`config.mk`:
```
export PLATFORM = sky130hd
export DESIGN_NAME = chip8_seq_ctrl
export DESIGN_NICKNAME = d
export VERILOG_FILES = /design/src/rtl/chip8_seq_ctrl.sv
export SDC_FILE = /design/constraint.sdc
export NUM_CORES = 1
export LEC_CHECK = 0
export ABC_AREA = 1
export CORE_MARGIN = 2
export CORE_UTILIZATION = 60
export CTS_CLUSTER_DIAMETER = 60
export CTS_CLUSTER_SIZE = 30
export DETAILED_ROUTE_END_ITERATION = 10
export PLACE_DENSITY_LB_ADDON = 0.25
export SLEW_MARGIN = 15
export SYNTH_ARGS = -nofsm -noshare
export SYNTH_HDL_FRONTEND = slang
export SYNTH_SLANG_ARGS = --single-unit
export TNS_END_PERCENT = 100
```
`constraint.sdc`:
```
create_clock -name clk -period 4.5 [get_ports clk]
set_input_delay 0.9 -clock clk [delete_from_list [all_inputs] [get_ports clk]]
set_output_delay 0.9 -clock clk [all_outputs]
set_load 0.005 [all_outputs]
```
`src/rtl/chip8_seq_ctrl.sv`:
```
// CHIP-8 fetch/dispatch sequencer: owns the PC and call stack, fetches two-byte
// instructions, resolves flow control locally and hands other opcodes to execute.
module chip8_seq_ctrl #(
    parameter logic [11:0] RESET_PC    = 12'h200,
    parameter int unsigned STACK_DEPTH = 16
) (
    input  logic        clk,
    input  logic        rst,
    output logic        mem_rd_req,
    output logic [11:0] mem_addr,
    input  logic        mem_rd_ack,
    input  logic [7:0]  mem_rdata,
    output logic [15:0] instruction,
    output logic        instr_valid,
    input  logic [5:0]  decode,
    input  logic [11:0] addr_in,
    input  logic [7:0]  v0,
    output logic        exec_start,
    input  logic        exec_done,
    input  logic        skip,
    output logic [11:0] pc,
    output logic [4:0]  sp,
    output logic        fault
);

    localparam int unsigned PC_W  = 12;
    localparam int unsigned SP_W  = 5;
    localparam int unsigned IDX_W = (STACK_DEPTH > 1) ? $clog2(STACK_DEPTH) : 1;

    localparam logic [5:0] OP_INVALID = 6'd0;
    localparam logic [5:0] OP_RET     = 6'd2;
    localparam logic [5:0] OP_JMP     = 6'd3;
    localparam logic [5:0] OP_CALL    = 6'd4;
    localparam logic [5:0] OP_JMP_V0  = 6'd21;

    typedef enum logic [2:0] {
        FETCH_HI,
        FETCH_LO,
        DEC_WAIT,
        DISPATCH,
        EXEC_WAIT,
        FAULT
    } state_t;

    state_t          state_q, state_d;
    logic [7:0]      hi_q, hi_d;
    logic [PC_W-1:0] pc_d, mem_addr_d;
    logic [SP_W-1:0] sp_d;
    logic [15:0]     instr_d;
    logic            req_d, ivalid_d, estart_d, fault_d;
    logic            rd_accept_c, push_c;
    logic [PC_W-1:0] stack [STACK_DEPTH];

    // Next-state, datapath and strobe decode
    always_comb begin
        state_d     = state_q;
        hi_d        = hi_q;
        pc_d        = pc;
        sp_d        = sp;
        instr_d     = instruction;
        fault_d     = fault;
        ivalid_d    = 1'b0;
        estart_d    = 1'b0;
        push_c      = 1'b0;
        // An ack only counts while our request is actually up
        rd_accept_c = mem_rd_req && mem_rd_ack;

        case (state_q)
            FETCH_HI: begin
                if (rd_accept_c) begin
                    hi_d    = mem_rdata;
                    state_d = FETCH_LO;
                end
            end
            FETCH_LO: begin
                if (rd_accept_c) begin
                    instr_d  = {hi_q, mem_rdata};
                    ivalid_d = 1'b1;
                    state_d  = DEC_WAIT;
                end
            end
            DEC_WAIT: state_d = DISPATCH;
            DISPATCH: begin
                state_d = FETCH_HI;
                case (decode)
                    OP_JMP:    pc_d = addr_in;
                    OP_CALL: begin
                        if (sp == SP_W'(STACK_DEPTH)) begin
                            fault_d = 1'b1;
                            state_d = FAULT;
                        end else begin
                            push_c = 1'b1;
                            sp_d   = sp + SP_W'(1);
                            pc_d   = addr_in;
                        end
                    end
                    OP_RET: begin
                        if (sp == '0) begin
                            fault_d = 1'b1;
                            state_d = FAULT;
                        end else begin
                            sp_d = sp - SP_W'(1);
                            pc_d = stack[IDX_W'(sp - SP_W'(1))];
                        end
                    end
                    OP_JMP_V0:  pc_d = addr_in + {4'h0, v0};
                    OP_INVALID: pc_d = pc + PC_W'(2);
                    default: begin
                        estart_d = 1'b1;
                        state_d  = EXEC_WAIT;
                    end
                endcase
            end
            EXEC_WAIT: begin
                // exec_done coinciding with the start pulse is illegal and dropped
                if (exec_done && !exec_start) begin
                    pc_d    = pc + (skip ? PC_W'(4) : PC_W'(2));
                    state_d = FETCH_HI;
                end
            end
            FAULT:   state_d = FAULT;
            default: state_d = FETCH_HI;
        endcase

        req_d      = ((state_d == FETCH_HI) || (state_d == FETCH_LO)) && !rd_accept_c;
        mem_addr_d = (state_d == FETCH_LO) ? pc_d + PC_W'(1) : pc_d;
    end

    always_ff @(posedge clk or negedge rst) begin
        if (!rst) begin
            state_q     <= FETCH_HI;
            hi_q        <= '0;
            pc          <= RESET_PC;
            sp          <= '0;
            instruction <= '0;
            instr_valid <= 1'b0;
            exec_start  <= 1'b0;
            mem_rd_req  <= 1'b0;
            mem_addr    <= RESET_PC;
            fault       <= 1'b0;
        end else begin
            state_q     <= state_d;
            hi_q        <= hi_d;
            pc          <= pc_d;
            sp          <= sp_d;
            instruction <= instr_d;
            instr_valid <= ivalid_d;
            exec_start  <= estart_d;
            mem_rd_req  <= req_d;
            mem_addr    <= mem_addr_d;
            fault       <= fault_d;
        end
    end

    // Return-address storage; contents need no reset
    always_ff @(posedge clk) begin
        if (push_c) begin
            stack[IDX_W'(sp)] <= pc + PC_W'(2);
        end
    end

endmodule

```
### Yosys cells after proc, flatten, opt, wreduce, memory -nomap -nowiden

Memory sizes are Yosys's and may differ from the RTL's.
Cells that the tools add are included.

| storage, ports and cells | value |
|---|---|
| bits of input ports | 39 |
| bits in read-only memories | 0 |
| register bits after elaboration | 60 |
| memories kept | 1 |
| bits in latches | 0 |
| memory bits (writable) | 192 |
| logic and storage cells | 78 |

Memories:

| name | depth | width | rd ports | clocked after Yosys merged registers in | wr ports | RTL line | RTL |
|---|---|---|---|---|---|---|---|
| stack | 16 | 12 | 1 | 0 | 1 | 52 | `logic [PC_W-1:0] stack [STACK_DEPTH];` |

| cells by class | value |
|---|---|
| add/subtract/negate cells | 6 |
| reductions and logical operators | 17 |
| multiply operators | 0 |
| div/mod/pow operators | 0 |
| bitwise logic cells | 0 |
| equal/unequal tests | 15 |
| multiplexer cells | 29 |
| magnitude comparators | 0 |
| shift-type cells | 0 |

Operators by type and width:

| operator | count |
|---|---|
| $pmux W12 S5 | 1 |
| $mux W12 | 4 |
| $pmux W12 S2 | 1 |
| $mux W3 | 6 |
| $pmux W3 S6 | 1 |
| $add A12 B1 Y12 const B | 1 |
| $add A12 B2 Y12 const B | 1 |
| $add A12 B3 Y12 | 1 |
| $add A12 B8 Y12 | 1 |
| $eq A6 B2 Y1 const B | 2 |
| $mux W1 | 11 |
| $mux W5 | 2 |
| $pmux W5 S2 | 1 |
| $pmux W3 S3 | 1 |
| $ne A2 B2 Y1 const B | 4 |
| $reduce_and A4 Y1 | 2 |
| $eq A3 B1 Y1 const B | 2 |
| $eq A3 B2 Y1 const B | 2 |
| $eq A3 B3 Y1 const B | 2 |
| $eq A6 B3 Y1 const B | 1 |
| $eq A6 B5 Y1 const B | 1 |
| $logic_not A3 Y1 | 2 |
| $logic_not A6 Y1 | 1 |
| $add A5 B1 Y5 const B | 1 |
| other kinds (11) | 15 |

### Depth between registers and ports, before layout

| logic depth | value |
|---|---|
| depth after elaboration | 7 |
| depth in mapped cells | 27 |
| gate-level depth less buffers | 22 |

### Least setup slack after synthesis

OpenSTA, ideal clock, no wires.

| path | value |
|---|---|
| path kind | reg2reg |
| start | register sp[0] |
| end | register mem_addr[6] |
| cell stages (with the launch flop) | 24 |
| data arrival time | 2.933 ns |
| period minus slack after synthesis | 3.051 ns |
| slack | 1.449 ns |
| cells stage by stage | dfrtp_1 -> buf_4 -> inv_4 -> buf_4 -> buf_4 -> buf_2 -> ha_1 -> clkbuf_2 -> clkbuf_1 -> nand3_1 -> nand3_1 -> nand3_1 -> nand3_1 -> nand2_1 -> nand2_1 -> nand2_2 -> ha_1 -> nand2_1 -> inv_1 -> nand2_1 -> nor2_2 -> nand2_2 -> xor2_1 -> inv_1 |

| between the ends | value |
|---|---|
| word-level cells in the longest chain between the ends | 7 |

Ends and longest elaborated chain:

| element | RTL line | RTL |
|---|---|---|
| start, declared | 22 | `output logic [4:0] sp,` |
| start signal, assigned | 145 | `sp <= sp_d;` |
| $sub A5 B1 Y5 | 103 | `pc_d = stack[IDX_W'(sp - SP_W'(1))];` |
| $mem_v2 Z16 W12 | n/a |  |
| $mux W12 | 98 | `if (sp == '0) begin` |
| $pmux W12 S5 (*) | 85 | `case (decode)` |
| $pmux W12 S2 (*) | 68 | `case (state_q)` |
| via pc_d[1] | 47 | `logic [PC_W-1:0] pc_d, mem_addr_d;` |
| $add A12 B1 Y12 (*) | 126 | `mem_addr_d = (state_d == FETCH_LO) ? pc_d + PC_W'(1) : pc_d;` |
| $mux W12 (*) | 126 |  |
| via mem_addr_d[6] | 47 |  |
| end signal, assigned | 150 | `mem_addr <= mem_addr_d;` |
| end, declared | 10 | `output logic [11:0] mem_addr,` |

The timed path passes the listed nets; every way through them passes the cells marked *.
A chain may end at the register's enable or synchronous reset.

### Worst setup path after layout

| path | value |
|---|---|
| start | register sp[0] |
| end | register mem_addr[10] |

The elaborated chain is that of the path after synthesis.

==> metrics.log <==
INFO  metric run_status = completed
INFO  metric power_leakage = 5.68 nW
INFO  metric hold_violations = 0
INFO  metric cts_buffers = 16
INFO  metric yosys.area.top_type = edfxtp_1
INFO  metric vias_per_cell = 5.72
INFO  metric ioPinCount = approximately 90
INFO  metric register_area = 7270 um^2
INFO  metric hold_path.class = register to register
INFO  metric count_of_synthesis_stage_warnings_from_yosys = 0
INFO  metric cell_with_the_most_instances_after_synthesis = nand2_1
INFO  metric cp_num_buf_inv = 4
INFO  metric critical_path.startpoint_type = register
INFO  metric setup_viol_count_final = 0
INFO  metric synth_seq_area_share = 60.5%
INFO  metric synth_area_per_cell = about 9.6 um^2
INFO  metric placement.setup.worst_slack = around 0.94 ns
INFO  metric path_delay_family = simple AND/OR/NAND/NOR gates
INFO  metric critical_path.cell_chain = inv_4, ha_1, nand2_2, nand2_4, clkinv_2, nand3_1, nand3_1, nand3_1, nand2_1, nand2_1, nand2_2, ha_1, nand2_1, inv_1, nand2_1, nor2_2, nand2_2, inv_1, nand3b_1, nand2_1
INFO  metric num-nets-final = 1,398
INFO  metric cts_root_buf = clkbuf_16
INFO  metric grt_overflow_total = 0
INFO  metric antenna_cells = 0
INFO  metric buffer_ports.inserted = 87
INFO  metric synth_top_area_share = 48.0%
INFO  metric finalNonFillerCells = 1,616
INFO  metric grt_antenna_before_repair = 0
INFO  metric synth_nets = 1,313
INFO  metric worst_clock_skew_on_the_final_layout = 0.0217 ns
INFO  metric design.core.area = 19,500 um^2
INFO  metric initial_utilization = around three fifths
INFO  metric global_route_wire_length_before_repair = 46,300 um
INFO  metric detail_route.iter0.violations = 925
INFO  metric synth-edff-count = 192
INFO  metric synthArstFlopShare = 23.8%
INFO  metric timing_worst_slew_pin_value = ~0.92 ns
INFO  metric min_period_over_period = between 70% and 80%
INFO  metric critPathMaxStageDelay = 0.49 ns
INFO  metric area_growth_syn_to_layout = 14.3%
INFO  metric synthDistinctLibCells = 45
INFO  metric post_cts_resized = 0
INFO  metric final.setup.tns = 0 ns
INFO  metric worst-setup-path-type = register to register
INFO  metric slowest_stage = clkinv_2
INFO  metric ys_top_cells_by_count = nand2_1, nand3_1, edfxtp_1
INFO  metric netlist_instances = approximately 1,300
INFO  metric final.hold.worst_slack = 0.477 ns
INFO  metric post_synth_instance_area = 12,000 um^2
INFO  metric yosys_most_used_dff = edfxtp_1
INFO  metric pin_count_of_the_biggest_net_entering_global_routing = 67
INFO  metric drt-total-wl = 29,400 um
INFO  metric clock_sink_count = 252
INFO  metric number_of_standard_cell_rows_in_the_floorplan = 51
INFO  metric fmaxAchievable = between 200 and 300 MHz
INFO  metric cts-hold-fix-buffers = 0
INFO  metric gr-usage-all-layers = between 20% and 30%
INFO  metric firstDrtPassIters = 6
INFO  metric multi_input_comb_area = 4080 um^2
INFO  metric clock_path_buffers = 3
INFO  metric critical_path_required = approximately 4.9 ns
INFO  metric cts_htree_levels = 1
INFO  metric detail_route.drc_violations = 0
INFO  metric chipWidth = 145 um
INFO  metric path_common_cell = nand2_1
INFO  metric first_global_vias = 8,838
INFO  metric power_per_cell_area = 547 nW/um^2
INFO  metric place_congestion = between 0.9 and 1
INFO  metric post_synth_main_area_contributors = edfxtp_1, nand2_1, dfrtp_1
INFO  metric maxCapViolations = 0
INFO  metric placedCellCount = roughly 1,600
INFO  metric nFillCells = 1,499
INFO  metric dieArea = 21,200 um^2
INFO  metric crit_path_end_kind = register
INFO  metric worst_case_headroom_to_the_max_slew_limit = 38.6%
INFO  metric clock_insertion_delay_worst_skew = 0.51 ns
INFO  metric critical_path_peak_fanout = 35
INFO  metric worstPathArrival = 3.87 ns
INFO  metric cts_tree = yes
INFO  metric detailed_place_hpwl = 19,900 um
INFO  metric dr_total_vias = about 9,200
INFO  metric ys_ff_latch = 252
INFO  metric clkSlewWorstSetupHoldPaths = approximately 0.090 ns
INFO  metric postRouteAntennaNets = 0
INFO  metric vdd_drop_max = 0.000326 V
INFO  metric route.detailed.wl_per_inst = 18.2 um
INFO  metric post-route-util = a little over two thirds
INFO  metric drive_gt1_share = 7.99%
INFO  metric max_slew_violation_count = 0
INFO  metric setup_repair_after_global_routing_missed_its_margin = false
INFO  metric worst_slack = roughly 1.0 ns
INFO  metric postCtsSetupBuffers = 0
INFO  metric final_period_minus_worst_setup_slack = approximately 3.5 ns
INFO  metric die-height = 145 um
-- flip-flops by register name (all words and copies together), names as in the netlist --
register,count
instr_valid,1
instruction,16
mem_addr,12
state_q,3
fault,1
pc,12
mem_rd_req,1
sp,5
exec_start,1
hi_q,8
stack,192
-- final cells by class --
type	instances	area share, %
Sequential cell	252	53.0
Multi-Input combinational cell	854	29.7
Timing Repair Buffer	115	7.93
Clock buffer	17	3.10
Inverter	102	2.82
Tap cell	265	2.42
Clock inverter	11	1.08
-- tightest hold or removal path, delay by kind of cell, from the launching register on --
| kind | cells | cell delay [ns] |
|---|---|---|
| DFF | 1 | 0.35 |
| and+or+nand+nor | 2 | 0.09 |
-- kinds of logic after synthesis --
logic type               Yosys count  synth area share [%]
XOR/XNOR                          13                 0.948
flip-flops                       252                  60.5
AO/OA/AOI/OAI                     66                  3.10
buffers and inverters            150                  5.52
adder cells (fa/ha/maj)           18                  2.00
AND/OR/NAND/NOR                  757                  27.9
-- power breakdown --
part           leakage (nW)  total (mW)  internal, mW  switching, mW
combinational          2.91        2.65         0.942           1.71
sequential             2.49        3.22          3.00          0.216
clock                 0.280        1.63         0.795          0.837
total                  5.68        7.50          4.74           2.76
-- placed cells by master, fill, tap and decap left out, types with 2 or more instances in the layout --
cell type and n:
nor2_2 9, nand3b_1 4, and2_1 3, clkdlybuf4s50_1 86, nand2_4 3, buf_4 27
clkbuf_16 17, dfstp_2 2, inv_1 94, a21oi_1 14, inv_2 6, nand2_2 16
nor2_1 62, fa_1 2, a21boi_0 2, edfxtp_1 192, nand3_2 2, dfrtp_1 57
clkinv_2 2, o211ai_1 2, clkinv_8 2, o22ai_1 3, nand2_1 400, clkinv_4 3
o21ai_0 35, nor3_1 7, ha_1 16, nand4_1 14, inv_6 2, nand3_1 230
xor2_1 12, o21ai_1 2, nor2_4 3
-- path summary, 6_finish.rpt --
| check | slack (ns) | startpoint | endpoint | cells after the start |
|---|---|---|---|---|
| min in group asynchronous | 0.54 | rst | mem_addr[10] | 1 |
| max in group asynchronous | 3.15 | rst | sp[0] | 2 |
| max | 1.01 | sp[0] | mem_addr[10] | 20 |
| max reg2reg | 1.01 | sp[0] | mem_addr[10] | 20 |
| min reg2reg | 0.48 | instruction[13] | instruction[13] | 2 |
| min | 0.48 | instruction[13] | instruction[13] | 2 |
-- per-stage QoR --
stage          total power [mW]  cell area (um^2)
2_1_floorplan              4.87             12000
3_3_place_gp               5.83             13200
3_5_place_dp               5.89             13200
4_1_cts                    7.52             13700
5_1_grt                    7.91             13700
6_report                   7.50             13700
-- per-layer routing --
metal / up-vias / track usage [%] / wire length, um
li1: 4376 / - / -
met1: 4384 / 39.9 / 12200
met2: 432 / 44.7 / 14000
met3: 47 / 3.82 / 2620
met4: 0 / 6.62 / 570
met5: - / 0 / 0
No activity file was read; power rests on OpenSTA's default activity.
